$ cat src/rtl/blink_fader_if.sv
// Signal bundle between an upstream blinker and blink_fader.
// Carries the on/off request and period strobe in, and the LED drive and status out.
interface blink_fader_if #(
  parameter int unsigned PWM_BITS = 8
);

  logic                led_in;
  logic                flg_in;
  logic                pwm_out;
  logic [PWM_BITS-1:0] level;
  logic                busy;
  logic [15:0]         flg_cnt;

  // Upstream side: drives requests, observes the fader.
  modport master (
    output led_in,
    output flg_in,
    input  pwm_out,
    input  level,
    input  busy,
    input  flg_cnt
  );

  // Fader side.
  modport slave (
    input  led_in,
    input  flg_in,
    output pwm_out,
    output level,
    output busy,
    output flg_cnt
  );

endinterface

$ cat src/rtl/blink_fader.sv
// LED fader: turns the upstream on/off request into a brightness ramp and a PWM drive,
// and counts the upstream period strobes.
// Optional build macro BLINK_FADER_SYNC_EN: passes led_in through a two-flop synchroniser
// (two extra cycles of request latency). flg_in is never synchronised.
// The interface instance must be built with the same PWM_BITS as this module.
module blink_fader #(
  parameter int unsigned PWM_BITS = 8,
  parameter int unsigned STEP_DIV = 16
) (
  input  logic         clk,
  input  logic         rst,
  blink_fader_if.slave bus
);

  localparam int unsigned PresW = (STEP_DIV > 1) ? $clog2(STEP_DIV) : 1;
  localparam logic [PresW-1:0] PresMax = PresW'(STEP_DIV - 1);
  localparam logic [PWM_BITS-1:0] LvlMax = '1;
  localparam logic [PWM_BITS-1:0] LvlMin = '0;

  typedef enum logic [1:0] {
    StOff,
    StRampUp,
    StOn,
    StRampDown
  } state_e;

  state_e              state_q, state_d;
  logic [PWM_BITS-1:0] level_q, level_d;
  logic [PresW-1:0]    presc_q, presc_d;
  logic [PWM_BITS-1:0] pwm_cnt_q, pwm_cnt_d;
  logic                pwm_out_q, pwm_out_d;
  logic [15:0]         flg_cnt_q, flg_cnt_d;

  logic led_s;
  logic ramp;
  logic step_tick;
  logic busy;

`ifdef BLINK_FADER_SYNC_EN
  logic [1:0] sync_q, sync_d;

  // Shift the raw request through two flops before the FSM sees it.
  always_comb begin
    sync_d = {sync_q[0], bus.led_in};
  end

  // Synchroniser flops.
  always_ff @(posedge clk or negedge rst) begin
    if (!rst) begin
      sync_q <= '0;
    end else begin
      sync_q <= sync_d;
    end
  end

  assign led_s = sync_q[1];
`else
  assign led_s = bus.led_in;
`endif

  assign ramp      = (state_q == StRampUp) || (state_q == StRampDown);
  assign step_tick = ramp && (presc_q == PresMax);

  // Brightness step: only on a tick, only when still heading the same way, saturating.
  // A reversal edge leaves the level untouched so the new ramp starts where the old one stopped.
  always_comb begin
    level_d = level_q;
    if (step_tick) begin
      if ((state_q == StRampUp) && led_s && (level_q != LvlMax)) begin
        level_d = level_q + 1'b1;
      end else if ((state_q == StRampDown) && !led_s && (level_q != LvlMin)) begin
        level_d = level_q - 1'b1;
      end
    end
  end

  // FSM state register.
  always_ff @(posedge clk or negedge rst) begin
    if (!rst) begin
      state_q <= StOff;
    end else begin
      state_q <= state_d;
    end
  end

  // FSM next state; a ramp ends on the same edge its level reaches the end stop.
  always_comb begin
    state_d = state_q;
    unique case (state_q)
      StOff: begin
        if (led_s) state_d = StRampUp;
      end
      StRampUp: begin
        if (!led_s) begin
          state_d = StRampDown;
        end else if (step_tick && (level_d == LvlMax)) begin
          state_d = StOn;
        end
      end
      StOn: begin
        if (!led_s) state_d = StRampDown;
      end
      StRampDown: begin
        if (led_s) begin
          state_d = StRampUp;
        end else if (step_tick && (level_d == LvlMin)) begin
          state_d = StOff;
        end
      end
      default: state_d = StOff;
    endcase
  end

  // FSM outputs.
  always_comb begin
    busy = ramp;
  end

  // Step prescaler: restarts on every state entry (reversals included), idles outside ramps.
  always_comb begin
    presc_d = presc_q;
    if ((state_d != state_q) || !ramp || step_tick) begin
      presc_d = '0;
    end else begin
      presc_d = presc_q + 1'b1;
    end
  end

  // PWM counter wraps naturally; the end stops force a steady level with no glitch pulse.
  always_comb begin
    pwm_cnt_d = pwm_cnt_q + 1'b1;
    if (level_q == LvlMax) begin
      pwm_out_d = 1'b1;
    end else if (level_q == LvlMin) begin
      pwm_out_d = 1'b0;
    end else begin
      pwm_out_d = (pwm_cnt_q < level_q);
    end
  end

  // Strobe counter, independent of the fade path; wraps at 16 bits.
  always_comb begin
    flg_cnt_d = flg_cnt_q;
    if (bus.flg_in) begin
      flg_cnt_d = flg_cnt_q + 16'd1;
    end
  end

  // Datapath registers.
  always_ff @(posedge clk or negedge rst) begin
    if (!rst) begin
      level_q   <= '0;
      presc_q   <= '0;
      pwm_cnt_q <= '0;
      pwm_out_q <= 1'b0;
      flg_cnt_q <= '0;
    end else begin
      level_q   <= level_d;
      presc_q   <= presc_d;
      pwm_cnt_q <= pwm_cnt_d;
      pwm_out_q <= pwm_out_d;
      flg_cnt_q <= flg_cnt_d;
    end
  end

  assign bus.level   = level_q;
  assign bus.busy    = busy;
  assign bus.pwm_out = pwm_out_q;
  assign bus.flg_cnt = flg_cnt_q;

endmodule

$ cat src/flat_wrapper.sv
// flat-port wrapper written by rule: the top's interface ports become plain ports
module blink_fader_flat 
#(
  parameter int unsigned PWM_BITS = 8,
  parameter int unsigned STEP_DIV = 16
)
  (clk, rst, bus_led_in, bus_flg_in, bus_pwm_out, bus_level, bus_busy, bus_flg_cnt);
  blink_fader_if #(.PWM_BITS(PWM_BITS)) bus_i ();
  input  logic clk;
  input  logic rst;
  input wire logic [$bits(bus_i.led_in)-1:0] bus_led_in;
  input wire logic [$bits(bus_i.flg_in)-1:0] bus_flg_in;
  output wire logic [$bits(bus_i.pwm_out)-1:0] bus_pwm_out;
  output wire logic [$bits(bus_i.level)-1:0] bus_level;
  output wire logic [$bits(bus_i.busy)-1:0] bus_busy;
  output wire logic [$bits(bus_i.flg_cnt)-1:0] bus_flg_cnt;
  assign bus_i.led_in = bus_led_in;
  assign bus_i.flg_in = bus_flg_in;
  assign bus_pwm_out = bus_i.pwm_out;
  assign bus_level = bus_i.level;
  assign bus_busy = bus_i.busy;
  assign bus_flg_cnt = bus_i.flg_cnt;
  blink_fader #(.PWM_BITS(PWM_BITS), .STEP_DIV(STEP_DIV)) u_core (.clk(clk), .rst(rst), .bus(bus_i));
endmodule
$ cat config.mk
export PLATFORM = sky130hd
export DESIGN_NAME = blink_fader_flat
export DESIGN_NICKNAME = d
export VERILOG_FILES = /design/src/rtl/blink_fader_if.sv /design/src/rtl/blink_fader.sv /design/src/flat_wrapper.sv
export SDC_FILE = /design/constraint.sdc
export NUM_CORES = 1
export LEC_CHECK = 0
export CORE_ASPECT_RATIO = 0.75
export CORE_MARGIN = 4
export CORE_UTILIZATION = 49
export DETAILED_ROUTE_END_ITERATION = 8
export GPL_TIMING_DRIVEN = 0
export PLACE_DENSITY = 0.83
export SLEW_MARGIN = 20
export SYNTH_ARGS = -nofsm -noshare
export SYNTH_HDL_FRONTEND = slang
export SYNTH_SLANG_ARGS = --single-unit
$ cat constraint.sdc
create_clock -name clk -period 2.34 [get_ports clk]
set_input_delay 0.468 -clock clk [delete_from_list [all_inputs] [get_ports clk]]
set_output_delay 0.468 -clock clk [all_outputs]
set_load 0.02 [all_outputs]
# Word level (Yosys, flattened, before mapping)
# Cells that the tools add are included.
totals:
  out_inout_bits: 26
  input_bits: 4
  register_bits: 39
  word_cells: 49
op_classes:
  reduce_logical: 16
  n_eq_ne: 8
  addsub: 5
  mux: 13
  order_cmp: 1
ops:
  columns: ["operator", "count"]
  rows:
  - ["$mux W8", 3]
  - ["$add A16 B1 Y16 const B", 1]
  - ["$add A8 B1 Y8 const B", 2]
  - ["$eq A8 B8 Y1 const B", 2]
  - ["$logic_not A8 Y1", 2]
  - ["$mux W2", 6]
  - ["$lt A8 B8 Y1", 1]
  - ["$ne A8 B8 Y1 const B", 1]
  - ["$pmux W2 S4", 1]
  - ["$reduce_bool A8 Y1", 1]
  - ["$sub A8 B1 Y8 const B", 1]
  - ["$logic_and A1 B1 Y1", 7]
  - ["$add A4 B1 Y4 const B", 1]
  - ["$eq A2 B2 Y1 const B", 2]
  - ["$eq A4 B4 Y1 const B", 1]
  - ["$mux W4", 1]
  - ["$logic_or A1 B1 Y1", 3]
  - ["$eq A2 B1 Y1 const B", 1]
  - ["$logic_not A1 Y1", 2]
  - ["$logic_not A2 Y1", 1]
  - ["$mux W1", 2]
  - ["$ne A2 B2 Y1", 1]

# Depth between registers and ports, before layout
# Gate-level depths: netlist of the first run.
depth:
  depth_word: 15
  ltp_mapped: 10
  depth_no_buf: 9

# Least setup slack after synthesis of the first run
# No wires, ideal clock.
synth_path:
  path_type: "register -> register"
  startpoint: "register u_core.level_q[0] (netlist: u_core.bus.level[0])"
  endpoint: "register u_core.state_q[1]"
  stages_incl_launch_ff: 11
  required_ns: 2.220
  path_buffers: 1
  t_arrival_ns: 2.397
  path_slack_ns: -0.177
  cell_sequence: "dfrtp_1 > inv_1 > ha_1 > or3b_1 > clkbuf_1 > o2111ai_1 > a211oi_1 > o21bai_1 > nor4_2 > nand3b_1 > a31o_1"
synth_via:
  elab_chain_len: 10
  word_cells_on_any_way: 18
  cone_classes: "add/sub: 2; eq/ne: 2; mux: 8; reduce/logical: 6"
synth_rtl:
  columns: ["item", "line", "rtl"]
  rows:
  - ["start, declared", "blink_fader.sv:28", "logic [PWM_BITS-1:0] level_q, level_d;"]
  - ["start signal, assigned", "blink_fader.sv:158", "level_q <= level_d;"]
  - ["branches (longest 3 deep; another with $sub A8 B1 Y8)", null, null]
  - ["$mux W8 (*)", "blink_fader.sv:69", "if ((state_q == StRampUp) && led_s && (level_q != LvlMax)) begin"]
  - ["$mux W8 (*)", "blink_fader.sv:68", "if (step_tick) begin"]
  - ["named net u_core.level_d[4]", "blink_fader.sv:28", null]
  - ["$eq A8 B8 Y1 or $logic_not A8 Y1 (tied branches)", "blink_fader.sv:96, blink_fader.sv:106", null]
  - ["$logic_and A1 B1 Y1 (on tied branches)", "blink_fader.sv:96, blink_fader.sv:106", null]
  - ["$mux W2 (on tied branches)", "blink_fader.sv:96, blink_fader.sv:106", null]
  - ["$mux W2 (on tied branches)", "blink_fader.sv:94, blink_fader.sv:104", null]
  - ["$pmux W2 S4 (*)", "blink_fader.sv:89", "unique case (state_q)"]
  - ["named net u_core.state_d[1]", "blink_fader.sv:27", "state_e state_q, state_d;"]
  - ["end signal, assigned", "blink_fader.sv:80", "state_q <= StOff;"]
  - ["end signal, assigned", "blink_fader.sv:82", "state_q <= state_d;"]
  - ["end, declared", "blink_fader.sv:27", null]
# Mark *: on every way through the listed nets, which the timed path passes.
# A chain may end at the register's enable or synchronous reset.

# Final worst setup path of the first run
layout_path:
  startpoint: "register u_core.level_q[1] (netlist: u_core.bus.level[1])"
  endpoint: "register u_core.state_q[1]"
# The elaborated chain is that of the path after synthesis.

==> qor.csv, run 1 <==
metric;value;unit
Finish-stage setup viols;2;
yosys warns;0;
drt total wl;6.05;mm
Switch Pwr;0.675;mW
first-pass GRT wire length;9.44;mm
Clk Latency, worst-skew pair;0.30;ns
number of enable flip-flop cells after synthesis;0;
DRC;0;
clock skew;0.00711;ns
WL/cell;18.8;microns
combinational share of power;29.0;%
clock sink count;39;
CTS root buf;clkbuf_8;
CTS tree;yes;
unrepaired setup endpoints after global routing;yes;
cell area after synthesis;0.00219;sq mm
GRT Overall Usage;21.7;%
initial antenna violation count;0;
post-route setup slack;-0.259;ns
Synth Register Bits;39;
Post-Syn Instances;213;
Reg2Reg Depth;11;
Peak Freq;385;MHz
synth-to-layout area growth;35.6;%
post-synth cell types;46;
Final Hold Vio Count;0;
Hold Buf Count CTS;0;
placed cell area;0.00258;sq mm
Post-DRT Antenna Nets;0;
die area;0.00562;sq mm
largest net degree at the start of global routing;22;
Clock Path Buffers;2;
Reg power frac;42.6;%
Tcrit/Tclk final;111;%
CP required;2.58;ns
min Tclk post-route;2.60;ns
critical-path cell list;inv_2 -> ha_1 -> or3b_4 -> buf_8 -> o211ai_4 -> o32ai_1 -> xnor2_1 -> buf_4 -> nand2b_1 -> o32ai_2 -> a31o_1;
fin area;0.00298;sq mm
layout cell share with drive strength beyond 1;24.4;%
PortBufs;28;
Slew Viols, Final;0;
Relative slew margins;67.7;%
CP max stage delay;0.44;ns
row count;20;
Num CTS Buffers;5;
Die Wd;85.3;microns
failing checks;setup timing;
I/O Pins;30;
Worst-path clk slew;0.09;ns
setup tns final;-0.499;ns
Core ar.;0.00418;sq mm
CTS H-tree lvls;2;
Post-Syn Area per Cell;10.3;sq um
Final Power;2.03;mW
hold crit path type;primary input to async pin;
P_int;1.35;mW
Worst setup EP type;register;
total global routing overflow;0;
Crit-path slowest cell;dfrtp_2;
Initial DRT Pass Iterations;5;
Pwr per Cell Area;680;mW/mm^2
most frequently used flop master after synthesis;dfrtp_1;
RePlAce Congestion;0.919;
Max Fanout on Critical Path;6;
sequential area share after synthesis;44.5;%
Setup CP Type;register to register;
via count;1966;
sw frac;33.3;%
hpwl dp;3.52;mm
Initial Util;52.5;%
# nets final;282;
Post-Syn Nets;230;
Max VDD drop;550;uV
clock share of power;28.4;%
MaxCap Viol Count;0;
Pleak;1.24;nW
vias in the first global route;1904;
die height;66.0;microns
CP arrival;2.84;ns
DR iter-0 viols;239;
Post-synth ARST share;100;%
Slew @ Worst Pin;0.484;ns
critical path startpoint category;register;
DR vias/cell;6.12;
status;finished, violations left;
antenna diode count;0;
==> routing by layer <==
| layer | vias up | share of wire, % | GRT usage [%] | wire length (microns) |
|---|---|---|---|---|
| li1 | 876 | - | - | - |
| met3 | 20 | 8.4 | 4.61 | 509 |
| met1 | 968 | 43 | 30.2 | 2620 |
| met2 | 102 | 46 | 32.7 | 2760 |
| met4 | 0 | 2.6 | 9.68 | 156 |
| met5 | - | 0 | 0 | 0 |
==> cells in the mapped netlist, types with 3 or more instances <==
master | n | share of area, %
buf_2 | 3 | 0.68
nand2_1 | 13 | 2.2
nor3_1 | 5 | 1.1
nand3_1 | 11 | 2.5
inv_1 | 12 | 2.1
clkbuf_1 | 3 | 0.51
xnor2_1 | 23 | 9.2
dfrtp_1 | 39 | 44
and3_1 | 8 | 2.3
a21oi_1 | 5 | 1.1
nor2_1 | 12 | 2.1
o21ai_0 | 7 | 1.6
xor2_1 | 6 | 2.4
nand4_1 | 11 | 3.1
ha_1 | 13 | 7.4
==> cells in the final DEF, fill, tap and decap left out, drive strengths merged, types with 2 or more instances in the layout <==
cell	netlist	layout
clkbuf	3	8
clkinv	0	2
nand2	13	13
nand2b	2	2
nor3	5	5
ha	13	13
o32ai	2	2
a221oi	3	3
o211ai	3	3
xor2	6	6
a21oi	5	5
nand3b	2	2
inv	12	12
a32oi	2	2
mux2	2	2
nor2	12	12
a21boi	2	2
dfrtp	39	39
and3	8	8
and3b	2	2
nand3	11	11
or3	3	3
buf	4	22
xnor2	23	23
nand4	11	11
o21ai	8	8
o21bai	2	2
clkdlybuf4s50	0	27
==> flip-flops by register name, indices dropped and copies added (netlist names) <==
signal / flops
u_core.bus.flg_cnt: 16
u_core.bus.level: 8
u_core.pwm_cnt_q: 8
u_core.presc_q: 4
u_core.state_q: 2
u_core.bus.pwm_out: 1
==> power groups by stage <==
| stage | sequential (mW) | clock (mW) | combinational, mW |
|---|---|---|---|
| 5_1_grt | 0.880 | 0.608 | 0.638 |
| 3_3_place_gp | 0.869 | 0 | 0.522 |
| 2_1_floorplan | 0.921 | 0 | 0.267 |
| 6_report | 0.862 | 0.575 | 0.588 |
| 3_5_place_dp | 0.873 | 0 | 0.543 |
| 4_1_cts | 0.862 | 0.582 | 0.564 |
==> worst paths after layout <==
| path | startpoint | endpoint | slack (ns) |
|---|---|---|---|
| worst max-delay path | u_core.bus.level[1] | u_core.state_q[1] | -0.26 |
| worst min-delay path | rst | u_core.bus.level[1] | 0.12 |
| worst max register to register | u_core.bus.level[1] | u_core.state_q[1] | -0.26 |
| worst min register to register | u_core.bus.flg_cnt[15] | u_core.bus.flg_cnt[15] | 0.48 |
| max in group asynchronous | rst | u_core.bus.flg_cnt[6] | 1.76 |
| min in group clk | u_core.bus.flg_cnt[15] | u_core.bus.flg_cnt[15] | 0.48 |
==> stage by stage <==
step | worst slack (ns) | cells | util, % | hold WS, ns
final | -0.259 | 321 | 71.2 | 0.118
after global routing | -0.318 | 321 | 71.2 | 0.155
after CTS | -0.132 | 315 | 69.3 | 0.134
after detailed placement | -0.375 | 297 | 61.7 | 0.457
after global placement | -0.282 | 296 | 61.1 | 0.453
after floorplan | -0.0203 | 213 | - | 0.172
==> cell families (layout without fill, tap and decap cells) <==
logic type | after synthesis | in the layout | synth area share [%]
xor gates and xnor gates | 29 | 29 | 11.6
AOI/OAI and AO/OA | 35 | 35 | 12.3
DFF | 39 | 39 | 44.5
adders and majority gates | 13 | 13 | 7.41
and+or+nand+nor | 75 | 75 | 19.0
buffers and inverters | 19 | 72 | 3.76
muxes | 3 | 3 | 1.48
==> critical path, delay by kind of cell (launching register included) <==
family                     cells  cell delay [ns]
AOI/OAI and AO/OA              4             0.81
and+or+nand+nor                2             0.46
DFF                            1             0.44
buffers and inverters          3             0.43
xor gates and xnor gates       1             0.28
adders and majority gates      1             0.13
==> area by class of cell <==
| cell class | count | area (sq um) |
|---|---|---|
| buffer | 7 | 52.6 |
| clock buffer | 5 | 68.8 |
| clock inverter | 3 | 43.8 |
| fill | 271 | 1200 |
| inverter | 12 | 45.0 |
| multi-input combinational | 155 | 1290 |
| sequential | 39 | 982 |
| tap | 55 | 68.8 |
| timing repair buffer | 45 | 423 |
==> timing repair <==
action	CTS	global route
gates cloned	0	0
setup buffers	10	6
pin swaps	9	7
gates resized for setup	19	12
setup endpoints to repair	3	2
(Power assumes the default switching activity.)
==> inputs of run 2 (changes only) <==
ABC_CLOCK_PERIOD_IN_PS = 2340   (was not set)
==> results of run 2 <==
The final DEF is identical to that of run 1; final timing and power are the same.
